==> config.mk <==
export PLATFORM = sky130hd
export DESIGN_NAME = sme_param
export DESIGN_NICKNAME = d
export VERILOG_FILES = /design/src/rtl/sme_param.sv
export SDC_FILE = /design/constraint.sdc
export NUM_CORES = 1
export LEC_CHECK = 0
export CAP_MARGIN = 0
export CORE_ASPECT_RATIO = 0.5
export CORE_MARGIN = 3
export CORE_UTILIZATION = 30
export CTS_CLUSTER_DIAMETER = 50
export CTS_CLUSTER_SIZE = 40
export DETAILED_ROUTE_END_ITERATION = 8
export SLEW_MARGIN = 20
export SYNTH_ARGS = -nofsm -noshare
export SYNTH_HDL_FRONTEND = slang
export SYNTH_SLANG_ARGS = --single-unit
==> constraint.sdc <==
create_clock -name clk -period 10.5 [get_ports clk]
set_clock_uncertainty 0.05 [all_clocks]
set_input_delay 2.1 -clock clk [delete_from_list [all_inputs] [get_ports clk]]
set_output_delay 2.1 -clock clk [all_outputs]
set_load 0.005 [all_outputs]
==> src/rtl/sme_param.sv <==
// sme_param: serially loaded string matcher with '.' wildcard and '^'/'$' word anchors.
// One candidate start per SEARCH cycle after a one-cycle setup; result is a one-cycle valid pulse.
module sme_param #(
  parameter int STR_MAX = 32,
  parameter int PAT_MAX = 8,
  parameter int CHAR_W = 8,
  parameter int IDX_W = $clog2(STR_MAX)
) (
  input  logic              clk,
  input  logic              reset,
  input  logic [CHAR_W-1:0] chardata,
  input  logic              isstring,
  input  logic              ispattern,
  output logic              valid,
  output logic              match,
  output logic [IDX_W-1:0]  match_index
);
  localparam int SI_W = $clog2(STR_MAX);
  localparam int PI_W = $clog2(PAT_MAX);
  localparam int SL_W = $clog2(STR_MAX + 1);
  localparam int PL_W = $clog2(PAT_MAX + 1);
  localparam int S_W = SL_W + 1;
  localparam logic [CHAR_W-1:0] CH_DOT = CHAR_W'(8'h2E);
  localparam logic [CHAR_W-1:0] CH_HAT = CHAR_W'(8'h5E);
  localparam logic [CHAR_W-1:0] CH_DOL = CHAR_W'(8'h24);
  localparam logic [CHAR_W-1:0] CH_SP = CHAR_W'(8'h20);
  typedef enum logic [2:0] {IDLE, LOAD_STR, LOAD_PAT, SEARCH, DONE} state_t;
  state_t state_q, state_d;
  logic [CHAR_W-1:0] str_q [STR_MAX];
  logic [CHAR_W-1:0] pat_q [PAT_MAX];
  logic [SL_W-1:0] str_len_q, str_len_d;
  logic [PL_W-1:0] pat_len_q, pat_len_d;
  logic [S_W-1:0] s_q, s_d;
  logic [IDX_W-1:0] idx_q, idx_d;
  logic prep_q, prep_d, prev_s_q, prev_p_q, valid_q, valid_d, match_q, match_d;
  logic str_we, pat_we, str_wr, pat_wr, sa, ea, fits, hit;
  logic [SI_W-1:0] str_wi;
  logic [PI_W-1:0] pat_wi;
  int c_i, s_i, l_i, p_i;

  // A rising isstring/ispattern restarts that buffer at index 0; pattern wins a tie.
  always_comb begin
    pat_we = ispattern && state_q != SEARCH;
    str_we = isstring && !ispattern && state_q != SEARCH;
    pat_wr = pat_we && (!prev_p_q || int'(pat_len_q) < PAT_MAX);
    str_wr = str_we && (!prev_s_q || int'(str_len_q) < STR_MAX);
    pat_wi = prev_p_q ? PI_W'(pat_len_q) : '0;
    str_wi = prev_s_q ? SI_W'(str_len_q) : '0;
    pat_len_d = !pat_we ? pat_len_q : !prev_p_q ? PL_W'(1) : pat_len_q + PL_W'(int'(pat_len_q) < PAT_MAX);
    str_len_d = !str_we ? str_len_q : !prev_s_q ? SL_W'(1) : str_len_q + SL_W'(int'(str_len_q) < STR_MAX);
  end

  always_comb begin
    sa = pat_len_q != '0 && pat_q[0] == CH_HAT;
    ea = pat_len_q != '0 && pat_q[PI_W'(int'(pat_len_q) - 1)] == CH_DOL && !(sa && pat_len_q == PL_W'(1));
    c_i = int'(pat_len_q) - int'(sa) - int'(ea);
    s_i = int'(s_q);
    l_i = int'(str_len_q);
    fits = s_i + c_i <= l_i;
    hit = fits;
    p_i = 0;
    for (int k = 0; k < PAT_MAX; k++) begin
      p_i = k + int'(sa);
      if (k < c_i && p_i < PAT_MAX && s_i + k < STR_MAX && pat_q[PI_W'(p_i)] != CH_DOT &&
          pat_q[PI_W'(p_i)] != str_q[SI_W'(s_i + k)]) hit = 1'b0;
    end
    if (sa && s_i != 0 && str_q[SI_W'(s_i - 1)] != CH_SP) hit = 1'b0;
    if (ea && s_i + c_i != l_i && (s_i + c_i >= STR_MAX || str_q[SI_W'(s_i + c_i)] != CH_SP)) hit = 1'b0;
  end

  always_comb begin
    state_d = state_q;
    s_d = s_q;
    prep_d = 1'b0;
    valid_d = 1'b0;
    match_d = match_q;
    idx_d = idx_q;
    case (state_q)
      IDLE: state_d = ispattern ? LOAD_PAT : isstring ? LOAD_STR : IDLE;
      LOAD_STR: state_d = ispattern ? LOAD_PAT : LOAD_STR;
      LOAD_PAT: if (!ispattern) begin
        state_d = SEARCH;
        s_d = '0;
        prep_d = 1'b1;
      end
      SEARCH: if (!prep_q) begin
        if (!fits || hit) begin
          state_d = DONE;
          valid_d = 1'b1;
          match_d = hit;
          idx_d = !hit ? '0 : s_i > (1 << IDX_W) - 1 ? '1 : IDX_W'(s_q);
        end else s_d = s_q + S_W'(1);
      end
      DONE: state_d = ispattern ? LOAD_PAT : isstring ? LOAD_STR : IDLE;
      default: state_d = IDLE;
    endcase
  end

  always_ff @(posedge clk) begin
    if (pat_wr) pat_q[pat_wi] <= chardata;
    if (str_wr) str_q[str_wi] <= chardata;
  end

  always_ff @(posedge clk or posedge reset) begin
    if (reset) begin
      state_q <= IDLE;
      str_len_q <= '0;
      pat_len_q <= '0;
      s_q <= '0;
      idx_q <= '0;
      prep_q <= 1'b0;
      prev_s_q <= 1'b0;
      prev_p_q <= 1'b0;
      valid_q <= 1'b0;
      match_q <= 1'b0;
    end else begin
      state_q <= state_d;
      str_len_q <= str_len_d;
      pat_len_q <= pat_len_d;
      s_q <= s_d;
      idx_q <= idx_d;
      prep_q <= prep_d;
      prev_s_q <= isstring;
      prev_p_q <= ispattern;
      valid_q <= valid_d;
      match_q <= match_d;
    end
  end

  assign valid = valid_q;
  assign match = match_q;
  assign match_index = idx_q;
endmodule

Word-level counts from Yosys, hierarchy flattened

Memory sizes are Yosys's and may differ from the RTL's.
Cells that the tools add are included.

Add/subtract/negate cells: 22
Order comparisons: 29
Equality and inequality tests: 31
Muxes and demuxes: 36
Bitwise logic cells: 1
Reduce and logical (&&, ||, !) cells: 62

Operators with widths:

| kind                                                               | count |
|---|---|
| less-than comparator 32 x 7 -> 1 bit, second input constant        | 7 |
| inequality test 8 x 6 -> 1 bit, second input constant              | 10 |
| inequality test 8 bit                                              | 8 |
| logical AND 1 bit                                                  | 45 |
| adder 7 x 3 -> 8 bit, second input constant                        | 4 |
| greater-or-equal comparator 32 x 7 -> 1 bit, second input constant | 1 |
| less-or-equal comparator 32 x 7 -> 1 bit                           | 1 |
| inequality test 32 x 7 -> 1 bit                                    | 1 |
| less-than comparator 4 x 6 -> 1 bit, first input constant          | 4 |
| two-way mux 7 bit                                                  | 3 |
| less-than comparator 4 bit, second input constant                  | 5 |
| two-way mux 1 bit                                                  | 20 |
| adder 3 x 1 -> 4 bit, first input constant                         | 4 |
| adder 7 x 2 -> 8 bit, second input constant                        | 2 |
| two-way mux 5 bit                                                  | 3 |
| case mux 7 bit (2 select lines)                                    | 1 |
| less-than comparator 3 x 6 -> 1 bit, first input constant          | 2 |
| two-way mux 3 bit                                                  | 4 |
| case mux 3 bit (4 select lines)                                    | 1 |
| adder 8 x 6 -> 9 bit                                               | 1 |
| adder 7 x 1 -> 8 bit, second input constant                        | 1 |
| equality test 8 x 6 -> 1 bit, second input constant                | 1 |
| equality test 8 x 7 -> 1 bit, second input constant                | 1 |
| less-than comparator 3 x 4 -> 1 bit, second input constant         | 2 |
| 35 further kinds                                                   | 49 |

Register bits after elaboration: 30
RAM bits: 320
Input port bits: 12
Word-level logic and storage cells: 193
Memories kept: 2

Memory list:

| memory | words | bits a word | read ports | clocked after memory_dff | write ports | line | text |
|---|---|---|---|---|---|---|---|
| str_q  | 32    | 8           | 10         | 0                        | 1           | 29   | `logic [CHAR_W-1:0] str_q [STR_MAX];` |
| pat_q  | 8     | 8           | 10         | 0                        | 1           | 30   | `logic [CHAR_W-1:0] pat_q [PAT_MAX];` |

Logic depth before layout (Yosys ltp)

Gate-level depths: netlist of run 1.
An unclocked memory read counts as a cell.

Word-level depth: 26
Gate-level depth with buffers: 32
Depth with buffers taken out: 29

Worst setup path before layout of run 1

OpenSTA, ideal clock, no wires.

Kind: register to register
Start point: memory pat_q[0][0]
End point: register idx_q[2], in the netlist match_index[2]
Arrival time: 5.965 ns
Slack: 4.364 ns
Cell stages (with the launch flop): 30
Buffers on the path: 5
Period minus slack after synthesis: 6.136 ns
Path through: edfxtp_1 -> or3b_1 -> or2_1 -> nand2b_1 -> buf_2 -> inv_2 -> buf_6 -> buf_6 -> clkbuf_1 -> ha_1 -> ha_1 -> ha_1 -> xnor2_1 -> xor2_1 -> inv_1 -> ha_1 -> xnor2_1 -> clkbuf_1 -> ha_1 -> o21a_1 -> o21a_1 -> o21a_1 -> o21ai_0 -> a21oi_1 -> a31oi_1 -> nor2_1 -> clkinv_1 -> nand4_2 -> a21o_1 -> a22o_1

RTL lines:

| item                   | line | text |
|---|---|---|
| start: declaration     | 30   |  |
| end signal: assignment | 121  | `idx_q <= idx_d;` |
| end: declaration       | 34   | `logic [IDX_W-1:0] idx_q, idx_d;` |

==> results_dict.tcl, run 1 <==
set metrics [dict create \
    synth_area_leaders "mux4_2 33%, edfxtp_1 33%, mux2i_1 4.9%" \
    crit_arrival_ns 8.13 \
    grt_max_degree 121 \
    sw_frac_of_total_pct 47.10 \
    first_iter_violations 4642 \
    syn-mean-instance-area_um2 13.26 \
    initial_core_util_pct 30.59 \
    worstMarginPinSlew_ns 1.200 \
    clock_latency_ns 0.64 \
    numCtsBuffers 31 \
    wl_um 133700 \
    synth_area_um2 29480 \
    dr.pass1.iters 6 \
    dpl_worst_slack_ns 3.165 \
    yosysTopAreaCellShare_pct 33.38 \
    max-slew-margin-rel_pct 19.35 \
    final_common_cell "mux4_2" \
    status "finished clean" \
    slowest_stage "or4b_2" \
    crit_fanout 8 \
    min_period_ns 7.657 \
    area_growth_syn_to_layout_pct 8.806 \
    ys_seq_area_share_pct 35.14 \
    viasPerCell 6.944 \
    rsz0062_at_grt "no" \
    synth-edff-count 320 \
    critPathMaxStageDelay_ns 0.72 \
    cp-end-kind "flip-flop" \
    drc_errors 0 \
    ys_types 86 \
    clk_pin_slew_worst_paths_ns 0.08 \
    nets 2214 \
    cts_setup_buffers 0 \
    cp_common_cell "ha_1" \
    setup_viol 0 \
    vias 24320 \
    synth_warnings 0 \
    tns_ns 0 \
    vdd_drop_max_uv 186.6 \
    cts.htree.levels 1 \
    ys.flop_type "edfxtp_1" \
    wl_per_cell_um 38.17 \
    core_um2 96390 \
    gp_congestion 1.075 \
    power.switching_mw 3.728 \
    synth-async-reset-ratio_pct 8.571 \
    critPathBufInv 2 \
    pwr-share-seq_pct 21.3 \
    netlist_instances 2224 \
    drive_gt1_share_pct 28.32 \
    root_buffer "clkbuf_16" \
    cts.repair.resized 0 \
    synth.net_count 2273 \
    worstPathRequired_ns 10.97 \
    ant_nets 0 \
    pwr-share-comb_pct 62.8 \
    final_cell_mix "437 x mux4_2, 320 x edfxtp_1, 208 x nand2_1, 145 x mux2i_1, 114 x nor2_1" \
    die_area_um2 102300 \
    cap_violations 0 \
    p_total_mw 7.915 \
    fin_ws_ns 2.843 \
    startpoint_type "flip-flop" \
    portBuffers 18 \
    antenna_found_initial 5 \
    ctsHoldBuffers 0 \
    critical_path_class "reg2reg" \
    cts_buffer_depth 3 \
    yosysTopAreaCell "mux4_2" \
    leakagePower_nw 9.551 \
    pin_count 19 \
    finalHoldViolCount 0 \
    power_density_nw_per_um2 246.7 \
    cts_sinks 350 \
    internal_power_mw 4.187 \
    stdcell_count 3502 \
    grt_overflow 0 \
    placed_cells 3443 \
    hold_class "reg2reg" \
    grt_usage_pct 25.62 \
    crit_family "compound AO/OA/AOI/OAI gates" \
    pwr-share-clk_pct 15.9 \
    ys_ff_latch 350 \
    rows 80 \
    dieHeight_um 227.7 \
    grt_pass1_vias 22470 \
    timing.fmax_mhz 130.6 \
    drv_slew 0 \
    finalCritPeriodShare_pct 72.93 \
    die_width_um 449.3 \
    grt_pass1_wl_um 186500 \
    cts_tree "yes" \
    dp_hpwl_um 99420 \
]
## metrics by stage
stage | hold slack, ns | util, % | cell area, µm²
after floorplan | 0.4240 | - | 29480
after global placement | 0.4345 | 32.08 | 30920
after detailed placement | 0.4242 | 32.09 | 30930
after CTS | 0.4547 | 33.25 | 32050
after global routing | 0.4648 | 33.28 | 32080
final | 0.4523 | 33.28 | 32080
## flip-flops by register name (all words and copies together) (netlist names)
signal	flops
str_q	256
state_q	3
s_q	7
prep_q	1
valid	1
pat_q	64
prev_p_q	1
match_index	5
pat_len_q	4
match	1
prev_s_q	1
str_len_q	6
## area by class of cell
| type | count | area (µm²) |
|---|---|---|
| diodes | 1 | 2.502 |
| clock buffers | 31 | 775.7 |
| clock inverters | 26 | 347.8 |
| fillers | 9342 | 64310 |
| inverters | 38 | 143.9 |
| multi-input cells | 1664 | 18110 |
| flip-flops and latches | 350 | 10370 |
| well taps | 1312 | 1642 |
| repair buffers | 80 | 680.7 |
## cell families (layout without fill, tap and decap cells)
family	after synthesis	after routing	share of synthesized area, %
simple gates	671	671	11.53
compound gates	275	275	6.336
fa+ha+maj	37	37	1.596
xor+xnor	94	94	2.971
flops	350	350	35.14
other cells	0	1	0
buf+inv	210	175	3.930
mux	587	587	38.50
## synthesized netlist by cell type (10+ instances only)
master,count
nor2_1,120
clkbuf_1,41
nand3_1,77
buf_4,41
xor2_1,43
buf_6,18
a31oi_1,19
nor4b_1,22
nand4_1,40
nor2b_1,10
o21ai_0,48
mux2i_1,145
nor3b_1,10
buf_2,64
a21oi_1,55
a211oi_1,32
and3_1,32
xnor2_1,47
inv_1,28
nor4_1,47
ha_1,36
edfxtp_1,320
nor3_1,43
nand2_1,208
a2111oi_0,11
mux4_2,437
dfrtp_1,30
a32oi_1,20
## power groups by stage
stage / Clock, mW / Sequential, mW / Combinational (mW)
4_1_cts: 1.27 / 1.69 / 4.78
6_report: 1.26 / 1.69 / 4.97
5_1_grt: 1.33 / 1.70 / 5.13
3_5_place_dp: 0 / 1.72 / 4.77
2_1_floorplan: 0 / 1.65 / 3.33
3_3_place_gp: 0 / 1.72 / 4.76
## path summary, 6_finish.rpt
path	slack, ns	depth (start not counted)	from	end
min in group asynchronous	1.81	3	reset	pat_len_q[2]$_DFFE_PP0P_
setup / recovery	2.84	25	pat_q[7][0]$_DFFE_PP_	match_index[4]$_DFFE_PP0P_
hold reg to reg	0.45	1	match$_DFFE_PP0P_	match$_DFFE_PP0P_
hold / removal	0.45	1	match$_DFFE_PP0P_	match$_DFFE_PP0P_
setup reg to reg	2.84	25	pat_q[7][0]$_DFFE_PP_	match_index[4]$_DFFE_PP0P_
max in group asynchronous	8.25	3	reset	s_q[0]$_DFFE_PP0P_
## routing by layer
layer | GRT usage [%] | up-vias | share of wire, %
met5 | 0 | - | 0.089
met4 | 10.66 | 4 | 5.6
met3 | 11.19 | 353 | 17
met2 | 36.80 | 2352 | 41
met1 | 33.81 | 12430 | 37
li1 | - | 9180 | -
Power figures use the tool's default switching activity.
==> inputs of run 2 (changes only) <==
==> constraint.sdc (replaced) <==
create_clock -name clk -period 6.45 [get_ports clk]
set_clock_uncertainty 0.05 [all_clocks]
set_input_delay 1.29 -clock clk [delete_from_list [all_inputs] [get_ports clk]]
set_output_delay 1.29 -clock clk [all_outputs]
set_load 0.005 [all_outputs]
==> results_dict.tcl, run 2 (same netlist as run 1, synthesis figures left out) <==
set metrics [dict create \
    status "finished clean" \
    die_width_um 449.3 \
    dr.pass1.iters 6 \
    top_layer "met5" \
    root_buffer "clkbuf_16" \
    pin_count 19 \
    pwr-share-clk_pct 15.9 \
    area_growth_syn_to_layout_pct 12.72 \
    timing.fmax_mhz 162.7 \
    wl_met1_um 53560 \
    leakagePower_nw 10.19 \
    grt_pass1_wl_um 192100 \
    pwr-share-seq_pct 19.8 \
    grt_pass1_vias 22790 \
    finalHoldViolCount 0 \
    core_um2 96390 \
    drive_gt1_share_pct 31.95 \
    power_density_nw_per_um2 410.8 \
    vias 24770 \
    finalCritPeriodShare_pct 95.26 \
    max-slew-margin-rel_pct 29.14 \
    antenna_found_initial 8 \
    clock_latency_ns 0.69 \
    hold_class "reg2reg" \
    power.switching_mw 6.284 \
    cp-startpoint "pat_q[0][3]$_DFFE_PP_" \
    critical_path_class "reg2reg" \
    cp-end-kind "flip-flop" \
    p_total_mw 13.65 \
    gp_congestion 1.048 \
    drc_errors 0 \
    fin_ws_ns 0.3054 \
    dpl_worst_slack_ns 0.07672 \
    largest_reg_flops 256 \
    first_iter_violations 4086 \
    rows 80 \
    cts.htree.levels 1 \
    setup_viol 0 \
    placed_cells 3551 \
    top_regs "str_q x256, pat_q x64, s_q x7" \
    sw_frac_of_total_pct 46.03 \
    critPathBufInv 5 \
    final_common_cell "mux4_2" \
    grt_usage_pct 26.74 \
    cts_tree "yes" \
    vdd_drop_max_uv 236.6 \
    final_cell_mix "437 x mux4_2, 320 x edfxtp_1, 208 x nand2_1, 156 x buf_4, 144 x mux2i_1" \
    r2r_start "pat_q[0][3]$_DFFE_PP_" \
    worstMarginPinSlew_ns 1.059 \
    internal_power_mw 7.369 \
    numCtsBuffers 30 \
    cts_buffer_depth 3 \
    crit_fanout 11 \
    slowest_stage "or4b_1" \
    wl_per_cell_um 39.00 \
    cap_violations 0 \
    worstHoldStart "match$_DFFE_PP0P_" \
    dieHeight_um 227.7 \
    nets 2322 \
    ant_nets 0 \
    cts_sinks 350 \
    portBuffers 18 \
    startpoint_type "flip-flop" \
    crit_arrival_ns 6.65 \
    grt_overflow 0 \
    tns_ns 0 \
    critPathMaxStageDelay_ns 0.52 \
    wl_met2_um 56960 \
    worstPathRequired_ns 6.95 \
    die_area_um2 102300 \
    clk_pin_slew_worst_paths_ns 0.08 \
    stdcell_count 3614 \
    top_register "str_q" \
    wl_met3_um 22850 \
    dp_hpwl_um 107700 \
    wl_um 141000 \
    crit_family "compound AO/OA/AOI/OAI gates" \
    min_period_ns 6.145 \
    initial_core_util_pct 30.59 \
    viasPerCell 6.853 \
    grt_max_degree 93 \
    drv_slew 0 \
    fillers 9272 \
    pwr-share-comb_pct 64.2 \
]
-- run 2: cell types whose count changed in the layout (fill, tap and decap cells not counted), moves of 3 or more --
cell	before	now
buf_4	57	156
nor2_2	6	1
diode_2	1	5
inv_6	7	2
nor2_1	114	119
o21ai_0	48	45
bufinv_16	0	3
inv_8	5	2
buf_6	0	3
clkinv_16	0	5
o21ai_1	8	11
buf_12	3	12
-- run 2: repair_timing --
| item | in CTS | in global routing |
|---|---|---|
| setup endpoints to repair | 0 | 17 |
| endpoints found under the hold margin | 0 | 0 |
| hold buffers | 0 | 0 |
| resized for setup | 0 | 29 |
| buffers inserted | 0 | 2 |
-- run 2: power by group through the flow --
stage	sequential (mW)	clock (mW)	combinational, mW
CTS	2.70	2.20	8.44
global placement	2.75	0	8.43
detailed placement	2.75	0	8.42
global route	2.72	2.30	9.05
finish	2.71	2.18	8.77
floorplan	2.68	0	5.41
-- run 2: final timing paths --
kind	cells past startpoint	endpoint	slack [ns]
setup / recovery	27	s_q[6]$_DFFE_PP0P_	0.31
hold / removal	1	match$_DFFE_PP0P_	0.48
setup reg to reg	27	s_q[6]$_DFFE_PP0P_	0.31
hold reg to reg	1	match$_DFFE_PP0P_	0.48
max in group asynchronous	3	s_q[2]$_DFFE_PP0P_	5.06
min in group asynchronous	3	state_q[0]$_DFFE_PP0P_	0.96
-- run 2: cell type report --
class                   count  area (µm²)  share of cell area, %
well taps                1312        1642                  4.940
repair buffers            189        1625                  4.891
inverters                  38       143.9                 0.4330
clock inverters            25       470.5                  1.416
multi-input cells        1664       18210                  54.80
clock buffers              31       754.5                  2.270
flip-flops and latches    350       10370                  31.21
diodes                      5       12.51                0.03765
-- run 2: per-stage QoR --
step	hold WS [ns]	cell area, µm²	utilization [%]
floorplan	0.4240	29480	-
global placement	0.4461	31850	33.04
detailed placement	0.4501	31850	33.04
CTS	0.4834	33080	34.31
global route	0.5053	33220	34.46
finish	0.4795	33230	34.48
-- run 2: layer usage --
metal,global-route usage (%),vias to the layer above
met4,10.92,10
met5,0.6250,-
met2,37.57,2234
met1,36.08,12780
li1,-,9379
met3,11.52,358
